===== src/rtl/node_sigma.sv =====
// node_sigma: run-length coalescing output stage fed by node_rho.bundle_out.
// Latency: a closed run reaches out_* one cycle after the edge that closes it.
//          A run closes on a differing word, a 255th repeat plus one more word, or a flush.
// Backpressure: in_ready = !full && !flush. A full FIFO stalls input, and a pending flush
//               waits for a free slot or for a pop on the same edge.
//
// Ports:
//   clk, rst_n            clock and asynchronous active-low reset
//   bundle_in, in_valid   input word stream from node_rho
//   in_ready              this stage accepts a word this cycle
//   flush                 close the pending run and enqueue it
//   out_data, out_len     run at the FIFO head (both 0 while out_valid is low)
//   out_valid, out_ready  output handshake toward the sink
//   fill_level            FIFO occupancy, 0..DEPTH
//   csum                  rotate-XOR checksum of popped words
//
// Optional feature: define NODE_SIGMA_CSUM_EN to build the checksum register.
// Without that macro, csum is tied to 0.

module node_sigma #(
  parameter int WIDTH = 32,
  parameter int DEPTH = 8
) (
  input  logic                     clk,
  input  logic                     rst_n,
  input  logic [WIDTH-1:0]         bundle_in,
  input  logic                     in_valid,
  output logic                     in_ready,
  input  logic                     flush,
  output logic [WIDTH-1:0]         out_data,
  output logic [7:0]               out_len,
  output logic                     out_valid,
  input  logic                     out_ready,
  output logic [$clog2(DEPTH):0]   fill_level,
  output logic [WIDTH-1:0]         csum
);

  localparam int AW = $clog2(DEPTH);
  localparam int CW = AW + 1;

  typedef struct packed {
    logic [WIDTH-1:0] word;
    logic [7:0]       len;
  } entry_t;

  typedef enum logic {
    S_EMPTY = 1'b0,
    S_RUN   = 1'b1
  } state_e;

  state_e           state_q, state_d;
  logic [WIDTH-1:0] run_word_q, run_word_d;
  logic [7:0]       run_len_q, run_len_d;
  logic [AW-1:0]    wr_ptr_q, wr_ptr_d;
  logic [AW-1:0]    rd_ptr_q, rd_ptr_d;
  logic [CW-1:0]    count_q, count_d;

  entry_t           mem [DEPTH];
  entry_t           head;

  logic full;
  logic accept;
  logic pop;
  logic push;
  logic flush_go;
  logic same_word;
  logic len_max;

  // ------------------------------------------------------------------
  // Handshake decode
  // ------------------------------------------------------------------
  assign full      = (count_q == CW'(DEPTH));
  assign in_ready  = !full && !flush;
  assign accept    = in_valid && in_ready;
  assign out_valid = (count_q != '0);
  assign pop       = out_valid && out_ready;
  assign same_word = (bundle_in == run_word_q);
  assign len_max   = (run_len_q == 8'd255);

  // A flush can always push when a slot is free. When the FIFO is full,
  // it can still push if the head is popped on the same edge: the write
  // reuses the slot that the pop releases.
  assign flush_go  = flush && (!full || pop);

  // ------------------------------------------------------------------
  // FSM: state register
  // ------------------------------------------------------------------
  always_ff @(posedge clk or negedge rst_n) begin
    if (!rst_n) begin
      state_q <= S_EMPTY;
    end else begin
      state_q <= state_d;
    end
  end

  // ------------------------------------------------------------------
  // FSM: next-state logic
  // ------------------------------------------------------------------
  always_comb begin
    state_d = state_q;
    case (state_q)
      S_EMPTY: begin
        if (accept) begin
          state_d = S_RUN;
        end
      end
      S_RUN: begin
        // accept and flush_go are mutually exclusive, because flush forces in_ready low.
        if (flush_go) begin
          state_d = S_EMPTY;
        end
      end
      default: state_d = S_EMPTY;
    endcase
  end

  // ------------------------------------------------------------------
  // FSM: outputs (push strobe and pending-run updates)
  // ------------------------------------------------------------------
  always_comb begin
    push       = 1'b0;
    run_word_d = run_word_q;
    run_len_d  = run_len_q;
    case (state_q)
      S_EMPTY: begin
        if (accept) begin
          run_word_d = bundle_in;
          run_len_d  = 8'd1;
        end
      end
      S_RUN: begin
        if (accept) begin
          if (same_word && !len_max) begin
            run_len_d = run_len_q + 8'd1;
          end else begin
            // Close the current run and open a new run with the incoming word.
            push       = 1'b1;
            run_word_d = bundle_in;
            run_len_d  = 8'd1;
          end
        end else if (flush_go) begin
          push = 1'b1;
        end
      end
      default: begin
        push = 1'b0;
      end
    endcase
  end

  always_ff @(posedge clk or negedge rst_n) begin
    if (!rst_n) begin
      run_word_q <= '0;
      run_len_q  <= '0;
    end else begin
      run_word_q <= run_word_d;
      run_len_q  <= run_len_d;
    end
  end

  // ------------------------------------------------------------------
  // Circular FIFO
  // ------------------------------------------------------------------
  // The storage array has no reset. Reset clears count_q, which marks
  // every entry as invalid, and out_* is gated by out_valid.
  always_ff @(posedge clk) begin
    if (push) begin
      mem[wr_ptr_q] <= '{word: run_word_q, len: run_len_q};
    end
  end

  always_comb begin
    // DEPTH is a power of two, so the pointers wrap by natural overflow.
    wr_ptr_d = push ? wr_ptr_q + AW'(1) : wr_ptr_q;
    rd_ptr_d = pop  ? rd_ptr_q + AW'(1) : rd_ptr_q;
    count_d  = count_q;
    case ({push, pop})
      2'b10:   count_d = count_q + CW'(1);
      2'b01:   count_d = count_q - CW'(1);
      default: count_d = count_q;
    endcase
  end

  always_ff @(posedge clk or negedge rst_n) begin
    if (!rst_n) begin
      wr_ptr_q <= '0;
      rd_ptr_q <= '0;
      count_q  <= '0;
    end else begin
      wr_ptr_q <= wr_ptr_d;
      rd_ptr_q <= rd_ptr_d;
      count_q  <= count_d;
    end
  end

  assign head       = mem[rd_ptr_q];
  assign out_data   = out_valid ? head.word : '0;
  assign out_len    = out_valid ? head.len  : '0;
  assign fill_level = count_q;

  // ------------------------------------------------------------------
  // Checksum of popped words (optional)
  // ------------------------------------------------------------------
`ifdef NODE_SIGMA_CSUM_EN
  logic [WIDTH-1:0] csum_q, csum_d;

  always_comb begin
    csum_d = csum_q;
    if (pop) begin
      csum_d = {csum_q[WIDTH-2:0], csum_q[WIDTH-1]} ^ out_data;
    end
  end

  always_ff @(posedge clk or negedge rst_n) begin
    if (!rst_n) begin
      csum_q <= '0;
    end else begin
      csum_q <= csum_d;
    end
  end

  assign csum = csum_q;
`else
  assign csum = '0;
`endif

endmodule


===== config.mk =====
export PLATFORM = sky130hd
export DESIGN_NAME = node_sigma
export DESIGN_NICKNAME = d
export VERILOG_FILES = /design/src/rtl/node_sigma.sv
export SDC_FILE = /design/constraint.sdc
export NUM_CORES = 1
export LEC_CHECK = 0
export BUFFER_PORTS_ARGS = -buffer_cell sky130_fd_sc_hd__buf_2
export CAP_MARGIN = 0
export CORE_MARGIN = 4
export CORE_UTILIZATION = 25
export DETAILED_ROUTE_END_ITERATION = 7
export SYNTH_ARGS = -nofsm -noshare
export SYNTH_HDL_FRONTEND = slang
export SYNTH_SLANG_ARGS = --single-unit

===== constraint.sdc =====
create_clock -name clk -period 8.9 [get_ports clk]
set_input_delay 1.335 -clock clk [delete_from_list [all_inputs] [get_ports clk]]
set_output_delay 1.335 -clock clk [all_outputs]
set_load 0.01 [all_outputs]

# Yosys cells after proc, flatten, opt, wreduce, memory -nomap -nowiden
# Memories as Yosys holds them, arrays and structs flattened.
# Cells that the tools add are included.
# totals
regBits,51
mem_bits_rw,320
output_inout_bits,78
mem_count,1
# op_classes
n_reduce_logical,13
bitwise,1
muxes,20
eq_ne,8
addsub,5
# mem_list
memory,words,width,rd,rd_ports_with_merged_regs,wr,line_no,source
mem,8,40,1,0,1,58,entry_t mem [DEPTH];
# op_table
cell,n
$mux 32,4
$pmux 32 s2,1
$eq 32x32->1,1
$mux 8,4
$pmux 8 s2,1
$add 8x1->8 const B,1
$eq 8x8->1 const B,1
$mux 1,8
$pmux 4 s2,1
$add 3x1->3 const B,2
$logic_and 1x1->1,5
$add 4x1->4 const B,1
$eq 4x4->1 const B,1
$ne 2x2->1 const B,2
$reduce_bool 4->1,1
$sub 4x1->4 const B,1
$logic_not 1->1,3
$reduce_and 3->1,1
$eq 2x1->1 const B,1
$eq 2x2->1 const B,1
$ne 2x1->1 const B,1
$pmux 1 s2,1
$reduce_and 2->1,1
$reduce_bool 2->1,1
2 further kinds,2

# Longest topological paths before layout
# Gate-level depths: netlist of the first run.
# depth
word_depth,9
ltp_mapped,13
ltp_nobuf,13

# Worst setup path after synthesis of the first run
# No wires, ideal clock.
# synth_path
path_type,input to register
from,in bundle_in[17]
to,"mem mem[0][0] in the netlist's numbering, enable pin"
required_time_ps,8349
setup_ps,551
setup_slack_ps,2259
n_path_buf,0
path_stages,5
arrival_ps,6090
path_cell_list,xor2_1 nor4_1 nand2_1 nor4_2 nor4b_1
# synth_via
elab_chain_len,7
# synth_lines
item,line_no,source
"start, declared",26,"input logic [WIDTH-1:0] bundle_in,"
$eq 32x32->1,77,assign same_word = (bundle_in == run_word_q);
$logic_and 1x1->1,133,if (same_word && !len_max) begin
$mux 1,133,
$mux 1,132,if (accept) begin
$mux 1,124,case (state_q)
$mux 1,167,if (push) begin
$mux 1 (not written as such),168,"mem[wr_ptr_q] <= '{word: run_word_q, len: run_len_q};"
"end, declared",58,
# Every way passes these cells.

# Worst setup path in the final report of the first run
# layout_path
from,reg rd_ptr_q[0]
to,out out_data[22]
# layout_via
elab_chain_len,2
# layout_lines
item,line_no,source
"start, declared",55,"logic [AW-1:0] rd_ptr_q, rd_ptr_d;"
"start signal, assigned",191,rd_ptr_q <= rd_ptr_d;
$mem_v2 8x40,n/a,
$mux 32,197,assign out_data = out_valid ? head.word : '0;
"end, declared",30,"output logic [WIDTH-1:0] out_data,"
# Every way passes these cells.

==> run_results.csv, run 1 <==
group,metric,value,unit
synthesis,synthXorXnorAreaFrac,0.02103,
routing,wl,41.88,mm
grt,grt_antenna_before_repair,14,
synthesis,synth_mux_area_frac,0.1395,
critical_path,critPathCapture,"out_data[22]",
sta,rsz0062_at_grt,"false",
critical_path,path_class,"reg2out",
die,start_util,0.2525,
clocking,postCtsHoldBufs,0,
clocking,htreeDepth,2,
critical_path,slowest_delay,0.92,ns
layout,fin_util,0.2927,
grt,grtUsageTotal,0.1180,
synthesis,synth-adder-area-share,0.004621,
routing,routed-wl-met3,2.742,mm
layout,layout-drive-gt1-share,0.2427,
clocking,cts_buffers,38,
sta,min_period,4.838,ns
synthesis,synth.cell_area,16250,µm²
routing,vias,9295,
synthesis,yosys.cell_types.count,49,
critical_path,startpoint,"rd_ptr_q[0]",
routing,wl_per_cell,21.40,µm
sta,setup_viol,0,
layout,nFillCells,6349,
grt,grt_pass1_wl,63.12,mm
critical_path,r2r_end,"fill_level[2]",
clocking,cts.path.max_buffers,3,
routing,first_pass_iters,5,
sta,setup_tns,0,ns
synthesis,synth-async-reset-ratio,0.1375,
routing,wl_met2,19.83,mm
sta,drv_slew,0,
sta,finClkSkew,0.02520,ns
grt,grt_max_degree,71,
sta,max_slew_margin,0.1807,
routing,ant_nets,0,
critical_path,reg2reg_depth,13,
clocking,insertion_delay,0.54,ns
clocking,cts_setup_buffers,0,
critical_path,critPathArrivalTime,3.50,ns
min_path,hp-class,"reg2reg",
placement,placed_cell_area,17610,µm²
clocking,cts_tree,"done",
placement,place.gp.congestion,0.7599,
die,die_area,69120,µm²
synthesis,syn_area_per_cell,16.38,µm²
clocking,cts-resized-gates,0,
clocking,clkSlewWorstSetupHoldPaths,0.06,ns
routing,drt_iter0_markers,706,
synthesis,synth-seq-cells,371,
sta,hold_viol_final,0,
synthesis,synth-compound-area-share,0.05022,
die,design.core.area,64350,µm²
routing,top_layer_used,"met5",
status,status,"finished, final reports clean",
synthesis,synth-edff-count,320,
synthesis,ys_top_cells_by_area,"edfxtp_1 59%, mux4_2 11%, dfrtp_1 7.9%",
clocking,clock-root-buffer,"clkbuf_16",
routing,drc,0,
layout,final_net_count,1115,
power_and_ir_drop,p_per_area,305.7,nW/µm²
die,die_h,262.9,µm
synthesis,synth_top_area_cell,"edfxtp_1",
synthesis,synthCells,992,
critical_path,rrSetupSlack,5.23,ns
critical_path,cp-end-kind,"output port",
critical_path,crit_chain,"buf_4 > mux4_2 > mux2i_1 > nor2_1 > buf_2",
synthesis,synthFlopType,"edfxtp_1",
critical_path,worstPathMaxFanout,46,
critical_path,reg2reg_from,"run_word_q[21]",
synthesis,synth_warnings,0,
die,ios,115,
sta,max_freq,206.7,MHz
grt,grt-ovfl-total,0,
job,cap_violations,0,
clocking,clock_sinks,371,
synthesis,seq_area_frac_synth,0.6701,
synthesis,synth_top_family_by_area,"multiplexers",
sta,fin_crit_sh,0.5435,
critical_path,required,7.57,ns
layout,final_cells,1957,
placement,place_inst,1887,
routing,routed_via_density,4.750,
layout,stdcell_area,18830,µm²
synthesis,yosys.area_share.simple,0.08148,
sta,tightest_slew,1.229,ns
synthesis,synth_top_area_frac,0.5915,
die,die_x,262.9,µm
critical_path,start_kind,"flop",
grt,grt_pass1_vias,9468,
placement,port_buffers,82,
power_and_ir_drop,irDropWorstVdd,0.1201,mV
critical_path,crit_slowest_cell,"dfrtp_4",
layout,syn_to_final_growth,15.93,%
power_and_ir_drop,leakagePower,6.635,nW
die,std_cell_rows,93,
placement,hpwl,24.59,mm
routing,wl_met1,18.11,mm
-- cells in the final DEF (no fill, tap or decap), types with 3 or more instances in the layout --
cell type / instances
and3_1: 66
a211o_1: 33
buf_4: 28
mux4_2: 80
nand3_1: 6
clkbuf_1: 12
o21ai_0: 6
inv_1: 5
and2_1: 4
dfrtp_1: 48
clkinv_2: 4
conb_1: 32
nor4_1: 43
nor2_1: 46
nand2_1: 58
buf_2: 82
edfxtp_1: 320
nor4_2: 8
clkbuf_16: 39
o211ai_1: 3
nand2b_1: 4
bufinv_16: 3
mux2i_1: 43
ha_1: 6
xor2_1: 34
xnor2_1: 5
a221o_1: 33
mux2_2: 3
-- cell type report --
| cell class | instances | area, µm² | area share |
|---|---|---|---|
| flip-flops and latches | 371 | 10890 | 0.5785 |
| multi-input cells | 546 | 5005 | 0.2657 |
| well taps | 855 | 1070 | 0.05680 |
| clock buffers | 53 | 1049 | 0.05567 |
| repair buffers | 110 | 620.6 | 0.03295 |
| clock inverters | 15 | 171.4 | 0.009102 |
| inverters | 5 | 18.77 | 0.0009965 |
| diodes | 2 | 5.005 | 0.0002657 |
-- metal layers --
layer / GRT usage / vias up
li1: - / 4078
met1: 0.1574 / 4847
met2: 0.1909 / 277
met3: 0.02959 / 79
met4: 0.03603 / 14
met5: 0 / -
-- synthesized netlist by cell type (3+ instances only) --
cell type / instances
inv_1: 5
o21ai_0: 6
mux2i_1: 43
o211ai_1: 3
edfxtp_1: 320
nand2b_1: 4
dfrtp_1: 51
mux4_2: 80
xor2_1: 34
and2_1: 4
buf_2: 7
a211o_1: 33
ha_1: 6
xnor2_1: 5
buf_4: 32
clkbuf_1: 51
and3_1: 66
buf_1: 10
nand2_1: 59
nor2_1: 47
nor4_1: 50
mux2_2: 3
nand3_1: 6
a221o_1: 33
-- cells by family after synthesis --
family	Yosys count
xor+xnor	39
buf+inv	106
simple gates	251
other cells	1
flops	371
fa+ha+maj	6
compound gates	92
mux	126
-- how the worst min path moves through the flow --
stage,from,end,slack (ns),depth (start not counted)
2_1_floorplan,fill_level[3],fill_level[3],0.54,1
3_3_place_gp,fill_level[3],fill_level[3],0.55,1
3_5_place_dp,fill_level[3],fill_level[3],0.57,1
4_1_cts,fill_level[3],fill_level[3],0.58,1
5_1_grt,fill_level[3],fill_level[3],0.59,1
6_report,fill_level[3],fill_level[3],0.57,1
-- flip-flops by register name, indices dropped and copies added, names as in the netlist --
signal and count:
fill_level 4, rd_ptr_q 3, state_q 1, wr_ptr_q 3, run_len_q 8, run_word_q 32
mem 320
-- power breakdown --
| part | switching [mW] | total (mW) | leakage [nW] | internal, mW |
|---|---|---|---|---|
| clock network | 0.650 | 1.57 | 0.594 | 0.917 |
| logic | 0.876 | 1.63 | 2.54 | 0.756 |
| registers | 0.334 | 2.56 | 3.50 | 2.22 |
-- through the flow --
stage / setup slack [ns] / total power [mW] / hold WS, ns
3_5_place_dp: 4.479 / 4.277 / 0.5736
2_1_floorplan: 2.259 / 3.611 / 0.5391
5_1_grt: 3.725 / 6.069 / 0.5930
3_3_place_gp: 4.502 / 4.243 / 0.5478
4_1_cts: 3.913 / 5.849 / 0.5827
6_report: 4.062 / 5.758 / 0.5700
-- critical path, delay by kind of cell, from the launching register on --
| kind | cells | cell delay [ns] |
|---|---|---|
| buf+inv | 2 | 1.01 |
| flops | 1 | 0.92 |
| mux | 2 | 0.87 |
| simple gates | 1 | 0.09 |
No activity file was read; power rests on OpenSTA's default activity.
==> run 2, diff against run 1 <==
Clock period 8.9 ns to 4 ns, I/O delays scaled along.
==> run_results.csv, run 2 (same netlist as run 1, synthesis figures left out) <==
group,metric,value,unit
status,status,"finished, final reports clean",
power_and_ir_drop,combPwrFrac,0.295,
clocking,postCtsHoldBufs,0,
power_and_ir_drop,irDropWorstVdd,0.2882,mV
sta,setup_viol,0,
sta,finClkSkew,0.01865,ns
placement,port_buffers,82,
routing,wl,41.90,mm
grt,grt_pass1_wl,63.02,mm
grt,grt_pass1_vias,9573,
power_and_ir_drop,power_frac_clock,0.275,
die,start_util,0.2525,
layout,syn_to_final_growth,17.41,%
clocking,clock-root-buffer,"clkbuf_16",
layout,reg.largest.list,"mem: 320 flops, run_word_q: 32 flops, run_len_q: 8 flops",
routing,drt_iter0_markers,981,
sta,max_freq,289.4,MHz
clocking,cts_setup_buffers,0,
layout,final_cell_mix,"320 x edfxtp_1, 82 x buf_2, 80 x mux4_2",
layout,final_common_cell,"edfxtp_1",
placement,place_inst,1894,
layout,final_net_count,1123,
die,die_h,262.9,µm
layout,largest_register_ffs,320,
layout,layout-drive-gt1-share,0.2484,
critical_path,cp-end-kind,"flop",
routing,ant_nets,0,
critical_path,reg2reg_from,"run_word_q[17]",
power_and_ir_drop,pwr-share-seq,0.430,
sta,final.setup.worst_slack,0.5448,ns
critical_path,required,4.40,ns
clocking,clkSlewWorstSetupHoldPaths,0.06,ns
power_and_ir_drop,p_sw,4.174,mW
power_and_ir_drop,swShare,0.3217,
die,die_area,69120,µm²
die,ios,115,
sta,hold_viol_final,0,
routing,wl_per_cell,21.23,µm
critical_path,rrSetupSlack,0.54,ns
sta,tightest_slew,1.213,ns
placement,pre_cts_ws,0.4732,ns
sta,rsz0062_at_grt,"false",
placement,place.gp.congestion,0.7770,
critical_path,start_kind,"flop",
die,std_cell_rows,93,
routing,routed_via_density,4.789,
power_and_ir_drop,leakagePower,6.701,nW
sta,fin_crit_sh,0.8638,
routing,first_pass_iters,5,
placement,hpwl,25.36,mm
critical_path,critPathArrivalTime,3.86,ns
routing,vias,9448,
grt,grt-ovfl-total,0,
power_and_ir_drop,p_int,8.803,mW
die,design.core.area,64350,µm²
clocking,clock_sinks,371,
clocking,cts-resized-gates,0,
layout,final_cells,1973,
clocking,cts.path.max_buffers,3,
routing,drc,0,
die,die_x,262.9,µm
sta,min_period,3.455,ns
sta,max_slew_margin,0.1901,
sta,drv_slew,0,
critical_path,r2r_end,"fill_level[2]",
clocking,htreeDepth,2,
clocking,cts_tree,"done",
critical_path,worstPathMaxFanout,11,
clocking,insertion_delay,0.53,ns
min_path,hp-class,"in2async",
grt,grtUsageTotal,0.1176,
grt,grt_antenna_before_repair,21,
critical_path,path_class,"reg2reg",
clocking,cts_buffers,39,
layout,largest-register,"mem",
grt,grt_max_degree,71,
power_and_ir_drop,p_per_area,680.4,nW/µm²
critical_path,reg2reg_depth,12,
job,cap_violations,0,
## run 2: cell count changes in the layout (fill, tap and decap cells not counted), sizes merged
cell,change
buf,+7
clkbuf,-7
clkinv,+7
diode,+5
clkinvlp,+4
bufinv,+1
inv,-1
## run 2: layout make-up
cell class	instances	area, µm²
Tap cell	855	1070
Inverter	5	18.77
Sequential cell	371	10890
Fill cell	6358	45270
Timing Repair Buffer	117	710.7
Antenna cell	7	17.52
Multi-Input combinational cell	546	5087
Clock buffer	46	1023
Clock inverter	26	251.5
## run 2: stage by stage
step / hold slack, ns / util / total power, mW / area (µm²) / setup TNS [ns]
floorplan: 0.3044 / - / 8.032 / 16410 / -110.22
global placement: 0.5641 / 0.2763 / 9.538 / 17780 / 0
detailed placement: 0.5481 / 0.2763 / 9.619 / 17780 / 0
CTS: 0.2722 / 0.2961 / 13.19 / 19060 / 0
global route: 0.3210 / 0.2963 / 13.66 / 19060 / 0
finish: 0.2671 / 0.2964 / 12.98 / 19070 / 0
## run 2: metal layers
metal / vias to the layer above / part of all wire / track usage
li1: 4105 / - / -
met1: 4910 / 0.42 / 0.1569
met2: 337 / 0.49 / 0.1923
met3: 84 / 0.069 / 0.02724
met4: 12 / 0.026 / 0.03517
met5: - / 0.0014 / 0
## run 2: worst max path at each step
| stage | startpoint | to | cells past startpoint |
|---|---|---|---|
| 3_5_place_dp | bundle_in[17] | fill_level[2] | 13 |
| 5_1_grt | run_word_q[17] | fill_level[2] | 12 |
| 4_1_cts | run_len_q[1] | mem[0][33] | 7 |
| 3_3_place_gp | bundle_in[17] | fill_level[2] | 13 |
| 6_report | run_word_q[17] | fill_level[2] | 12 |
| 2_1_floorplan | run_len_q[0] | mem[2][0] | 6 |
## run 2: power groups by stage
stage,Combinational [mW],Sequential (mW),Clock [mW]
6_report,3.83,5.58,3.57
5_1_grt,4.18,5.67,3.82
4_1_cts,3.96,5.59,3.64
3_5_place_dp,3.95,5.67,0
3_3_place_gp,3.92,5.62,0
2_1_floorplan,2.70,5.33,0
## run 2: critical path: stages (launching register included)
cell and delay (ns):
dfrtp_1 0.52, xor2_1 0.25, nor4_1 0.59, nand2_1 0.22
nor4_4 0.44, nand2b_1 0.22, ha_1 0.29, xor2_1 0.11
ha_1 0.18, a21oi_1 0.15, xnor2_1 0.13, nand2_1 0.09
xnor2_1 0.13
==> run 3, diff against run 2 <==
Settings changed: ABC_AREA set to 1, CORE_MARGIN 4 to not set.
==> run_results.csv, run 3 <==
group,metric,value,unit
layout,layout-drive-gt1-share,0.1323,
sta,max_slew_margin,0.4395,
grt,grtUsageTotal,0.1235,
die,die_h,250.0,µm
sta,max_freq,287.1,MHz
grt,grt_pass1_vias,9468,
routing,routed_via_density,4.514,
power_and_ir_drop,leakagePower,6.327,nW
sta,setup_tns,0,ns
clocking,cts_setup_buffers,0,
grt,grt_max_degree,105,
grt,grt_pass1_wl,58.74,mm
clocking,clock-root-buffer,"clkbuf_16",
clocking,htreeDepth,2,
sta,tightest_slew,0.8398,ns
critical_path,cp-end-kind,"output port",
layout,largest-register,"mem",
power_and_ir_drop,irDropWorstVdd,0.4900,mV
die,start_util,0.2538,
critical_path,critPathArrivalTime,2.88,ns
synthesis,synth_top_area_cell,"edfxtp_1",
sta,min_period,3.483,ns
layout,syn_to_final_growth,16.11,%
synthesis,seq_area_frac_synth,0.7080,
die,ios,115,
layout,largest_register_ffs,320,
synthesis,yosys.cell_types.count,32,
layout,fin_util,0.2947,
placement,hpwl,21.89,mm
job,cap_violations,0,
clocking,cts.path.max_buffers,3,
routing,first_pass_iters,4,
critical_path,required,3.40,ns
power_and_ir_drop,total_power,12.75,mW
die,std_cell_rows,90,
placement,place.gp.congestion,0.7628,
layout,reg.largest.list,"mem: 320 flops, run_word_q: 32 flops, run_len_q: 8 flops",
critical_path,critPathCapture,"out_data[28]",
synthesis,synth_warnings,0,
layout,final_net_count,1421,
synthesis,ys_top_cells_by_area,"edfxtp_1 63%, dfrtp_1 8.3%, nor2_1 6.5%",
placement,port_buffers,82,
sta,setup_viol,0,
min_path,hp-class,"in2async",
critical_path,r2r_end,"fill_level[2]",
clocking,cts_tree,"done",
synthesis,synthCells,1302,
status,status,"finished, final reports clean",
synthesis,synth.cell_area,15370,µm²
routing,drt_iter0_markers,686,
die,die_x,250.0,µm
clocking,insertion_delay,0.53,ns
grt,grt_antenna_before_repair,12,
grt,grt-ovfl-total,0,
sta,finClkSkew,0.01896,ns
routing,vias,9886,
sta,fin_crit_sh,0.8707,
sta,hold_viol_final,0,
synthesis,synth-async-reset-ratio,0.1375,
sta,drv_slew,0,
synthesis,synth_top_area_frac,0.6250,
sta,rsz0062_at_grt,"false",
clocking,cts_buffers,38,
synthesis,ys_top_cells_by_count,"320 x edfxtp_1, 268 x nor2_1, 200 x o21ai_0",
clocking,postCtsHoldBufs,0,
synthesis,syn_area_per_cell,11.81,µm²
critical_path,reg2reg_depth,13,
power_and_ir_drop,p_per_area,714.3,nW/µm²
clocking,clkSlewWorstSetupHoldPaths,0.06,ns
clocking,clock_sinks,371,
routing,drc,0,
die,design.core.area,60580,µm²
synthesis,synth-seq-cells,371,
critical_path,worstPathMaxFanout,48,
layout,final_common_cell,"edfxtp_1",
synthesis,synth.most_common_cell,"edfxtp_1",
synthesis,synthFlopType,"edfxtp_1",
layout,final_cell_mix,"320 x edfxtp_1, 260 x nor2_1, 200 x o21ai_0",
clocking,cts-resized-gates,0,
critical_path,reg2reg_from,"run_word_q[24]",
die,die_area,62500,µm²
critical_path,rrSetupSlack,0.79,ns
critical_path,path_class,"reg2out",
critical_path,start_kind,"flop",
routing,wl_per_cell,17.82,µm
routing,ant_nets,0,
critical_path,startpoint,"rd_ptr_q[0]",
routing,wl,39.02,mm
synthesis,synth-edff-count,320,
run 3: area by class of cell:
cell class / instances / area (µm²)
flip-flops and latches: 371 / 10890
diodes: 2 / 5.005
fillers: 6134 / 42730
well taps: 782 / 978.4
clock buffers: 53 / 1069
clock inverters: 15 / 93.84
repair buffers: 109 / 725.7
multi-input cells: 818 / 3933
inverters: 40 / 157.7
run 3: worst min path at each step:
stage | end | depth (start not counted) | slack (ns)
floorplan | fill_level[0] | 0 | 0.30
global route | fill_level[2] | 1 | 0.13
CTS | fill_level[1] | 1 | 0.09
global placement | fill_level[2] | 1 | 0.55
detailed placement | fill_level[0] | 1 | 0.56
finish | fill_level[2] | 1 | 0.09
run 3: kinds of logic (layout without fill, tap and decap cells):
| group | count (synthesis) | after routing | synth area share |
|---|---|---|---|
| DFF | 371 | 371 | 0.7080 |
| and+or+nand+nor | 444 | 444 | 0.1145 |
| buffers and inverters | 144 | 217 | 0.04801 |
| xor gates and xnor gates | 33 | 33 | 0.01880 |
| adders and majority gates | 6 | 6 | 0.004883 |
| other | 1 | 34 | 0.0002439 |
| AOI/OAI and AO/OA | 303 | 303 | 0.1056 |
run 3: worst max-delay path, cell delays in order (launching register included):
cell and delay, ns:
dfrtp_4 0.64, inv_4 0.44, buf_12 0.27, o21ai_0 0.11, o22ai_1 0.14, o21ai_0 0.10, a31oi_1 0.41, buf_2 0.22
run 3: report_power, final:
group	switching, mW	total (mW)	internal (mW)	leakage (nW)
sequential	0.444	5.24	4.80	3.54
combinational	2.81	4.19	1.38	2.23
clock	1.40	3.32	1.92	0.563
total	4.66	12.8	8.10	6.33
run 3: stage by stage:
step                setup WS [ns]  instances  cell area, µm²  hold WS, ns
detailed placement         0.5974       2120           16680       0.5587
CTS                        0.4801       2188           17850      0.08509
finish                     0.5171       2190           17850      0.09109
global route               0.3071       2190           17850       0.1287
global placement           0.7205       2120           16680       0.5531
floorplan                  0.4411       1333           15490       0.3044
run 3: layer usage:
layer	part of all wire	track usage
met5	0.0029	0
met1	0.43	0.1577
met2	0.48	0.2043
met4	0.024	0.03663
met3	0.062	0.03275
